==> src/rtl/uart_tx_arbiter.sv <==
// Round-robin arbiter that shares one UART transmitter among NUM_REQ byte producers,
// with packet lock, start timeout on the UART busy handshake and lock-idle release.
module uart_tx_arbiter #(
  parameter int NUM_REQ       = 4,
  parameter int START_TIMEOUT = 8,
  parameter int LOCK_TIMEOUT  = 1024
) (
  input  logic                   clock_i,
  input  logic                   reset_i,
  input  logic [NUM_REQ-1:0]     req_valid_i,
  input  logic [8*NUM_REQ-1:0]   req_data_i,
  input  logic [NUM_REQ-1:0]     req_last_i,
  output logic [NUM_REQ-1:0]     req_ready_o,
  input  logic                   uart_busy_i,
  output logic                   uart_write_o,
  output logic [7:0]             uart_data_o,
  output logic [2:0]             owner_o,
  output logic                   locked_o,
  output logic                   start_err_o
);

  localparam int SCW = $clog2(START_TIMEOUT + 1);
  localparam int LCW = $clog2(LOCK_TIMEOUT + 1);

  typedef enum logic [1:0] {
    IDLE       = 2'd0,
    ISSUE      = 2'd1,
    WAIT_START = 2'd2,
    WAIT_DONE  = 2'd3
  } state_t;

  state_t           state, state_next;
  logic [2:0]       pointer, owner, win;
  logic             locked, last_cap, start_err, found;
  logic [7:0]       data_q;
  logic [SCW-1:0]   start_cnt;
  logic [LCW-1:0]   lock_cnt;
  logic [7:0]       valid_ext, last_ext, ready_one;
  logic [63:0]      data_ext;
  logic [3:0]       idx, sum;
  logic             grant, start_expire, done, lock_idle, lock_expire;

  function automatic logic [2:0] inc_wrap(input logic [2:0] v);
    return (v == 3'(NUM_REQ - 1)) ? 3'd0 : v + 3'd1;
  endfunction

  assign valid_ext = 8'(req_valid_i);
  assign last_ext  = 8'(req_last_i);
  assign data_ext  = 64'(req_data_i);

  // Winner selection: the lock owner only, otherwise first valid from the pointer onward.
  always_comb begin
    found = 1'b0;
    win   = 3'd0;
    idx   = 4'd0;
    sum   = 4'd0;
    if (locked) begin
      found = valid_ext[owner];
      win   = owner;
    end else begin
      for (int i = 0; i < NUM_REQ; i++) begin
        sum   = {1'b0, pointer} + 4'(i);
        idx   = (sum >= 4'(NUM_REQ)) ? sum - 4'(NUM_REQ) : sum;
        win   = (!found && valid_ext[idx[2:0]]) ? idx[2:0] : win;
        found = found | valid_ext[idx[2:0]];
      end
    end
  end

  assign grant        = (state == IDLE) && !uart_busy_i && found;
  assign start_expire = (state == WAIT_START) && !uart_busy_i &&
                        (start_cnt == SCW'(START_TIMEOUT - 1));
  assign done         = start_expire || ((state == WAIT_DONE) && !uart_busy_i);
  assign lock_idle    = (state == IDLE) && locked && !valid_ext[owner];
  assign lock_expire  = lock_idle && (lock_cnt == LCW'(LOCK_TIMEOUT - 1));
  assign ready_one    = 8'd1 << win;

  // State register.
  always_ff @(posedge clock_i) begin
    if (reset_i) begin
      state <= IDLE;
    end else begin
      state <= state_next;
    end
  end

  // Next-state logic.
  always_comb begin
    state_next = state;
    case (state)
      IDLE:       state_next = grant ? ISSUE : IDLE;
      ISSUE:      state_next = WAIT_START;
      WAIT_START: begin
        if (uart_busy_i) begin
          state_next = WAIT_DONE;
        end else begin
          state_next = start_expire ? IDLE : WAIT_START;
        end
      end
      WAIT_DONE:  state_next = uart_busy_i ? WAIT_DONE : IDLE;
      default:    state_next = IDLE;
    endcase
  end

  // Output decode; the accept pulse is combinational so the winner sees it in the grant cycle.
  always_comb begin
    req_ready_o  = {NUM_REQ{1'b0}};
    uart_write_o = 1'b0;
    if (grant) begin
      req_ready_o = ready_one[NUM_REQ-1:0];
    end else begin
      req_ready_o = {NUM_REQ{1'b0}};
    end
    uart_write_o = (state == ISSUE);
  end

  // Byte capture, lock/pointer bookkeeping and the two timeout counters.
  always_ff @(posedge clock_i) begin
    if (reset_i) begin
      pointer   <= 3'd0;
      owner     <= 3'd0;
      locked    <= 1'b0;
      last_cap  <= 1'b0;
      data_q    <= 8'd0;
      start_err <= 1'b0;
      start_cnt <= {SCW{1'b0}};
      lock_cnt  <= {LCW{1'b0}};
    end else begin
      start_err <= start_expire;
      if (grant) begin
        data_q   <= data_ext[{win, 3'b000} +: 8];
        owner    <= win;
        last_cap <= last_ext[win];
      end
      if (done) begin
        locked  <= ~last_cap;
        pointer <= last_cap ? inc_wrap(owner) : pointer;
      end else if (lock_expire) begin
        locked  <= 1'b0;
        pointer <= inc_wrap(owner);
      end
      start_cnt <= ((state == WAIT_START) && !start_expire) ? start_cnt + SCW'(1) : {SCW{1'b0}};
      lock_cnt  <= (lock_idle && !lock_expire) ? lock_cnt + LCW'(1) : {LCW{1'b0}};
    end
  end

  assign uart_data_o = data_q;
  assign owner_o     = owner;
  assign locked_o    = locked;
  assign start_err_o = start_err;

endmodule

==> config.mk <==
export PLATFORM = sky130hd
export DESIGN_NAME = uart_tx_arbiter
export DESIGN_NICKNAME = d
export VERILOG_FILES = /design/src/rtl/uart_tx_arbiter.sv
export SDC_FILE = /design/constraint.sdc
export NUM_CORES = 1
export LEC_CHECK = 0
export CORE_ASPECT_RATIO = 0.9
export CORE_MARGIN = 2
export CORE_UTILIZATION = 28
export DETAILED_ROUTE_END_ITERATION = 8
export GPL_TIMING_DRIVEN = 1
export PLACE_DENSITY = 0.5
export SYNTH_ARGS = -nofsm -noshare
export SYNTH_HDL_FRONTEND = slang
export SYNTH_SLANG_ARGS = --single-unit
==> constraint.sdc <==
create_clock -name clock_i -period 7.6 [get_ports clock_i]
set_input_delay 1.52 -clock clock_i [delete_from_list [all_inputs] [get_ports clock_i]]
set_output_delay 1.52 -clock clock_i [all_outputs]
set_load 0.005 [all_outputs]
==> impl_results.md <==
- Die Y: 86.4 um
- Required @ worst endpoint: 6.08 ns
- Crit Path Category: input port to output port
- CTS Buf Count: 5
- Area leader, netlist: dfxtp_1
- Worst Path Buf+Inv: 2
- DR pass1 iterations: 4
- Fin crit share: 78.1%
- GRT overflow: 0
- Type of origin of the critical path: input port
- Outcome: complete, no violations
- DRT Wirelength: 5120 um
- Layout cells sized above 1: 10.2%
- DP Cell Count: 363
- Post-CTS Hold Buffers: 0
- Initial core utilization: 28.5%
- Synth cell types: 51
- Clock Sink Count: 34
- Final net count: 322
- Vias per cell: 4.83
- Avg Cell Area, Syn: 9.70 um2
- CTS tree: built
- Post-cts resize count: 0
- Tightest Pin Transition: 0.751 ns
- Number of synthesized register bits: 34
- Synth Instances: 218
- Pleak: 0.951 nW
- Top post-synthesis cells by area: dfxtp_1 (32%), mux2i_1 (10%), o221ai_2 (6.4%), nor2_1 (4.4%), nand3b_1 (3.6%)
- Initial drt markers: 64
- Clk buf depth: 2
- Hold slack: 0.445 ns
- Root Driver: clkbuf_8
- Crit path top cell by count: clkdlybuf4s50_1
- Dpl cell area: 2760 um2
- Total track usage: 12.8%
- Most common cell after layout, fill and taps aside: clkdlybuf4s50_1
- Worst-Skew Late Latency: 0.28 ns
- FF-to-FF path depth: 8
- Final GP Congestion: 0.759
- Antenna Violating Nets Remaining: 0
- Fin Clk Skew: 0.00607 ns
- Core Region: 7430 um2
- Syn_nets: 266
- Utilization after layout: 38.6%
- Total chip power: 0.441 mW
- Die width: 95.6 um
- Final worst path period need: 5.94 ns
- Hold Crit Depth: 1
- DIE AREA: 8260 um2
- Rows: 30
- VDD IR max: 0.0000893 V
- Area growth syn-to-layout: 35.6%
- Remaining DRCs: 0
- Postcts setup bufs: 0
- Synth warn: 0
- Worst R2R End: uart_data_o[0]
- Worst-path fanout max: 19
- Total number of vias: 1791
- N_diodes: 0
- Count of final setup violators: 0
- CP cell instances: clkdlybuf4s50_1 -> mux4_2 -> a221oi_4 -> nand3_1 -> o31ai_4 -> nand2b_1 -> nor2_1 -> clkdlybuf4s50_1
- Hold Path End: start_cnt[0]
- Clock-pin slew on the worst setup and hold paths: 0.07 ns
- Largest net degree at the start of global routing: 24
- Async set-reset flop share out of synthesis: 0%
- Mapped cell area: 2110 um2
- Worst Hold Class: flip-flop to flip-flop
- Final worst slack: 1.66 ns
- HP Start: start_cnt[0]
- CP Capture Type: output port
- Post-synth EDFFs: 0
- Final HPWL DP: 3760 um
- Crit-path slowest cell: o31ai_4
- WL/cell: 13.8 um
- Crit-path max cell delay: 0.61 ns
- Vias in the first global route: 1761
- Rel. slew slack: 49.8%
- Share of the synthesized area in the top cell type: 32.2%
- Commonest cells after routing, fill and taps aside: clkdlybuf4s50_1 (60), dfxtp_1 (34), nor2_1 (25)
- First-pass GRT wire length: 8410 um
- Peak Freq: 0.168 GHz
- Slew Limit Fails: 0
- Port Buffers: 60
- Top_reg_cell synth: dfxtp_1
- FF-to-FF setup slack: 4.13 ns
- Cell Count, Final, Fillers Out: 371
- Crit path arrival time: 4.42 ns
- Cell area after layout: 2870 um2
- H-tree levels: 2
- Max cap viols: 0
- Seq/Total Area, Yosys: 32.2%
- Fin Setup TNS: 0 ns
- Setup Slack @ Placement: 1.63 ns
- RSZ-0062 raised after global routing: false
- Final hold vios: 0
- Reg-to-reg startpoint: pointer[0]
- Antenna violations before repair: 0
- Critical path's top delay family: buffers and inverters
- P per Cell Area: 154 nW/um2
- I/O Pins: 61
==> flip-flops by register name, summed over array words and instances, names as in the netlist <==
register / cells
state: 2
start_err_o: 1
last_cap: 1
locked_o: 1
uart_data_o: 8
start_cnt: 4
owner_o: 3
pointer: 3
lock_cnt: 11
==> worst reg2reg max path, cell delays in order, from the launching register on <==
cell	delay [ns]
dfxtp_1	0.63
inv_1	0.21
ha_1	0.48
mux2_2	0.39
nand3_1	0.16
nand3_1	0.14
o31ai_4	0.61
or3_1	0.55
o221ai_2	0.17
==> worst max-delay path by stage <==
| stage | from | endpoint | slack [ns] | cells after the start |
|---|---|---|---|---|
| floorplan | req_valid_i[3] | req_ready_o[1] | 2.95 | 6 |
| global route | req_valid_i[3] | req_ready_o[3] | 1.47 | 8 |
| global placement | req_valid_i[3] | req_ready_o[2] | 1.70 | 8 |
| CTS | req_valid_i[3] | req_ready_o[2] | 1.62 | 8 |
| finish | req_valid_i[3] | req_ready_o[2] | 1.66 | 8 |
| detailed placement | req_valid_i[3] | req_ready_o[3] | 1.63 | 8 |
==> metal layers <==
layer,up-vias,share of wire (%),routed length [um],GRT usage (%)
met4,0,0.96,49,3.90
met1,834,50,2550,17.5
met3,4,5.3,271,2.87
li1,912,-,-,-
met5,-,0,0,0
met2,41,44,2250,20.2
==> cells by family after synthesis <==
| kind of cell | synth area share (%) |
|---|---|
| and+or+nand+nor | 22.0 |
| xor gates and xnor gates | 4.14 |
| DFF | 32.2 |
| adders and majority gates | 2.96 |
| muxes | 16.1 |
| buffers and inverters | 4.97 |
| AOI/OAI and AO/OA | 17.6 |
==> cell usage after synthesis, drive strengths merged (2+ instances only) <==
master  instances
and3            2
nand3           7
nand3b         10
and2            2
o31ai           2
nor2           25
dfxtp          34
nor2b           5
nand4           3
nor3b           3
o221ai         10
nor3            4
clkbuf          4
mux4            3
and4            2
inv             6
mux2i          22
buf             8
nand2          11
or3             2
xnor2           3
a21oi           9
nand2b          4
o21ai           4
mux2            4
ha              5
xor2            7
==> where the power goes <==
part | total (mW) | switching (mW) | internal, mW
combinational | 0.0865 | 0.0345 | 0.0520
clock | 0.163 | 0.0651 | 0.0982
sequential | 0.191 | 0.00630 | 0.185
==> area by class of cell <==
type,instances,area (um2)
clock inverters,1,30.0
well taps,96,120
repair buffers,61,608
clock buffers,7,76.3
flip-flops and latches,34,681
multi-input cells,166,1330
fillers,770,4570
inverters,6,22.5
No activity file was read; power rests on OpenSTA's default activity.
==> edit 1, RTL diff (same settings) <==
Re-encode `state_t` (4 states) as Gray code, 2 bits wide.
--- a/src/rtl/uart_tx_arbiter.sv
+++ b/src/rtl/uart_tx_arbiter.sv
@@ -23,10 +23,10 @@
   localparam int LCW = $clog2(LOCK_TIMEOUT + 1);
 
   typedef enum logic [1:0] {
-    IDLE       = 2'd0,
-    ISSUE      = 2'd1,
-    WAIT_START = 2'd2,
-    WAIT_DONE  = 2'd3
+    IDLE       = 2'b00,
+    ISSUE      = 2'b01,
+    WAIT_START = 2'b11,
+    WAIT_DONE  = 2'b10
   } state_t;
 
   state_t           state, state_next;
Formal check against the unedited RTL: no difference found for any inputs over 10 cycles, from zero or initial values and one cycle with reset_i high; not proved beyond that.
==> edit 1 against the original RTL <==
- power decreased by 1.4%
- sequential cell count unchanged
- routed wire length increased by 23%
- synthesized cell count increased by 21%
- cell count increased by 12%
- cell area increased by 5.7%
- die area increased by 9.4%
- setup slack improved by 0.053 ns
- combinational power increased by 33%
- clock skew decreased by 0.0033 ns
- synthesized area increased by 9.9%
==> edit 1: results <==
set metrics [dict create \
    dp_cells 408 \
    grt_pass1_wl_microns 10000 \
    r2r-end "uart_data_o[7]" \
    arrival_ns 4.36 \
    maxSlewHeadroom_pct 38.0 \
    share_clk_of_total_power_pct 28.8 \
    cts_buffers 5 \
    synthXorXnorAreaFrac_pct 3.77 \
    syn-num-nets 312 \
    seqPwrFrac_pct 44.8 \
    preCtsSetupSlack_ns 1.76 \
    status "finished, final reports clean" \
    seq_area_frac_synth_pct 29.3 \
    post_cts_resized 0 \
    avgSynthCellArea_sq_um 8.80 \
    synthMuxAreaShare_pct 7.27 \
    grtUsageMet2_pct 20.3 \
    drive_gt1_share_pct 7.91 \
    grt_use_met3_pct 3.41 \
    nNetsFinal 364 \
    place.port_buffers 60 \
    netSwitchingPower_mw 0.126 \
    grt_use_total_pct 13.8 \
    netlist_top_cells_count "dfxtp_1 (34), nor2_1 (28), inv_1 (25), a311oi_1 (18), nand3b_1 (11)" \
    synth_compound_area_share_pct 27.1 \
    use_met1_pct 20.1 \
    grt_pass1_vias 2028 \
    placed_area_sq_um 2950 \
    cp-endpoint "req_ready_o[0]" \
    dp_hpwl_microns 4770 \
    ys_types 52 \
    fillers 844 \
    timing.hold.ws_ns 0.452 \
    grt_max_degree 23 \
    drt_iter0_markers 92 \
    dr.pass1.iters 4 \
    yosys-top-cells-area "dfxtp_1 (29%), a311oi_1 (6.8%), nor2_1 (4.5%)" \
    skew_ns 0.00282 \
    dr_wl_met3_microns 273 \
    wl_met2_microns 2820 \
    max_freq_mhz 170 \
    drt-met1-wl_microns 3130 \
    num_vias 2170 \
    crit_fanout 21 \
    final_cells 415 \
    p_leak_nw 1.07 \
    vdd_ir_drop_max_mv 0.0821 \
    slowest_stage "a31o_1" \
    timing.reg2reg.setup_slack_ns 3.62 \
    synth_fa_ha_area_share_pct 2.69 \
    sw_frac_of_total_pct 29.0 \
    drt-wirelength-per-cell_microns 15.1 \
    cp_slowest_stage_delay_ns 0.59 \
]
-- edit 1: changes by cell type in the layout (fill, tap and decap cells not counted), moves of 4 or more --
cell and delta:
xor2_1 -4, mux2i_1 -16, o31ai_1 +9, xnor2_1 +4
a2111oi_0 +9, a311oi_1 +18, o221ai_2 -9, a221oi_1 +9
nor3_1 +5, inv_1 +19
-- edit 1: kinds of logic after synthesis --
group,count (synthesis)
and+or+nand+nor,86
AOI/OAI and AO/OA,72
buffers and inverters,44
DFF,34
muxes,13
xor gates and xnor gates,10
adders and majority gates,5
-- edit 1: final cells by class --
| type | instances | area (sq um) | share of cell area (%) |
|---|---|---|---|
| sequential | 34 | 681 | 22.5 |
| clock inverter | 2 | 10.0 | 0.330 |
| timing repair buffer | 64 | 631 | 20.8 |
| inverter | 25 | 93.8 | 3.10 |
| clock buffer | 5 | 68.8 | 2.27 |
| multi-input combinational | 186 | 1420 | 46.9 |
| tap | 99 | 124 | 4.09 |
==> edit 2, RTL diff (config.mk and constraints unchanged) <==
Made on the original files. Change the parameter `NUM_REQ` from 4 to 2.
--- a/src/rtl/uart_tx_arbiter.sv
+++ b/src/rtl/uart_tx_arbiter.sv
@@ -1,7 +1,7 @@
 // Round-robin arbiter that shares one UART transmitter among NUM_REQ byte producers,
 // with packet lock, start timeout on the UART busy handshake and lock-idle release.
 module uart_tx_arbiter #(
-  parameter int NUM_REQ       = 4,
+  parameter int NUM_REQ       = 2,
   parameter int START_TIMEOUT = 8,
   parameter int LOCK_TIMEOUT  = 1024
 ) (
Ports: changed (resized req_data_i, req_last_i, req_ready_o and req_valid_i); port bits go from 61 to 39. The function was not compared with the original's and may differ.
==> edit 2 against the original RTL <==
- sequential cell count is the same
- highest routed layer unchanged
- critical path type unchanged
- routed wire length shrank 28%
- core utilization shrank 1.5 points
- synthesized area shrank 19%
- setup slack gained 0.59 ns
- cell area shrank 22%
- power shrank 11%
- largest power group unchanged
- critical endpoint is now req_ready_o[1]
- non-clock buffer count shrank 23
==> edit 2: results <==
set metrics [dict create \
    maxSlewHeadroom_pct 27.9 \
    ys_types 41 \
    timing.hold.ws_ns 0.448 \
    seq_area_frac_synth_pct 39.7 \
    grt_pass1_wl_microns 5990 \
    synthMuxAreaShare_pct 7.59 \
    synth_fa_ha_area_share_pct 2.92 \
    nNetsFinal 240 \
    cp-startpoint "req_valid_i[1]" \
    num_vias 1345 \
    wl_met2_microns 1440 \
    syn-num-nets 202 \
    drive_gt1_share_pct 13.1 \
    placed_area_sq_um 2130 \
    synth_top_family_by_area "compound AO/OA/AOI/OAI gates" \
    yosys-top-cells-area "dfxtp_1 (40%), mux2i_1 (7.6%), a211oi_2 (7.3%)" \
    place_congestion 0.680 \
    dr_wl_met3_microns 236 \
    arrival_ns 3.82 \
    timing.reg2reg.setup_slack_ns 5.16 \
    dp_cells 278 \
    dp_hpwl_microns 2700 \
    status "finished, final reports clean" \
    crit_fanout 11 \
    ff2ff_path_depth 6 \
]
==> edit 2: power breakdown <==
part	leakage (nW)	internal (mW)	switching, mW	total, mW
sequential	0.276	0.185	0.00628	0.191
clock	0.0472	0.0728	0.0663	0.139
combinational	0.432	0.0357	0.0267	0.0624
total	0.755	0.294	0.0993	0.393
==> edit 2: cells by family after synthesis <==
kind of cell,count (synthesis)
buffers and inverters,13
AND/OR/NAND/NOR,60
flip-flops,34
AO/OA/AOI/OAI,40
XOR/XNOR,11
multiplexers,13
adder cells (fa/ha/maj),4
==> edit 2: worst min path at each step <==
stage / endpoint / depth (start not counted)
floorplan: start_cnt[0] / 1
global placement: start_cnt[0] / 1
detailed placement: start_cnt[0] / 1
CTS: start_cnt[0] / 1
global route: start_cnt[0] / 1
finish: start_cnt[0] / 1
==> edit 2: final cells by class <==
cell class                      instances  area [sq um]
Fill cell                             622          3780
Inverter                                6          22.5
Timing Repair Buffer                   38           380
Multi-Input combinational cell        128           960
Clock buffer                            6          82.6
Tap cell                               72          90.1
Clock inverter                          2          12.5
Sequential cell                        34           681
==> edit 2: layer usage <==
layer,vias to the layer above,track usage [%]
li1,704,-
met1,608,15.8
met2,31,15.7
met3,2,4.21
met4,0,3.28
met5,-,0
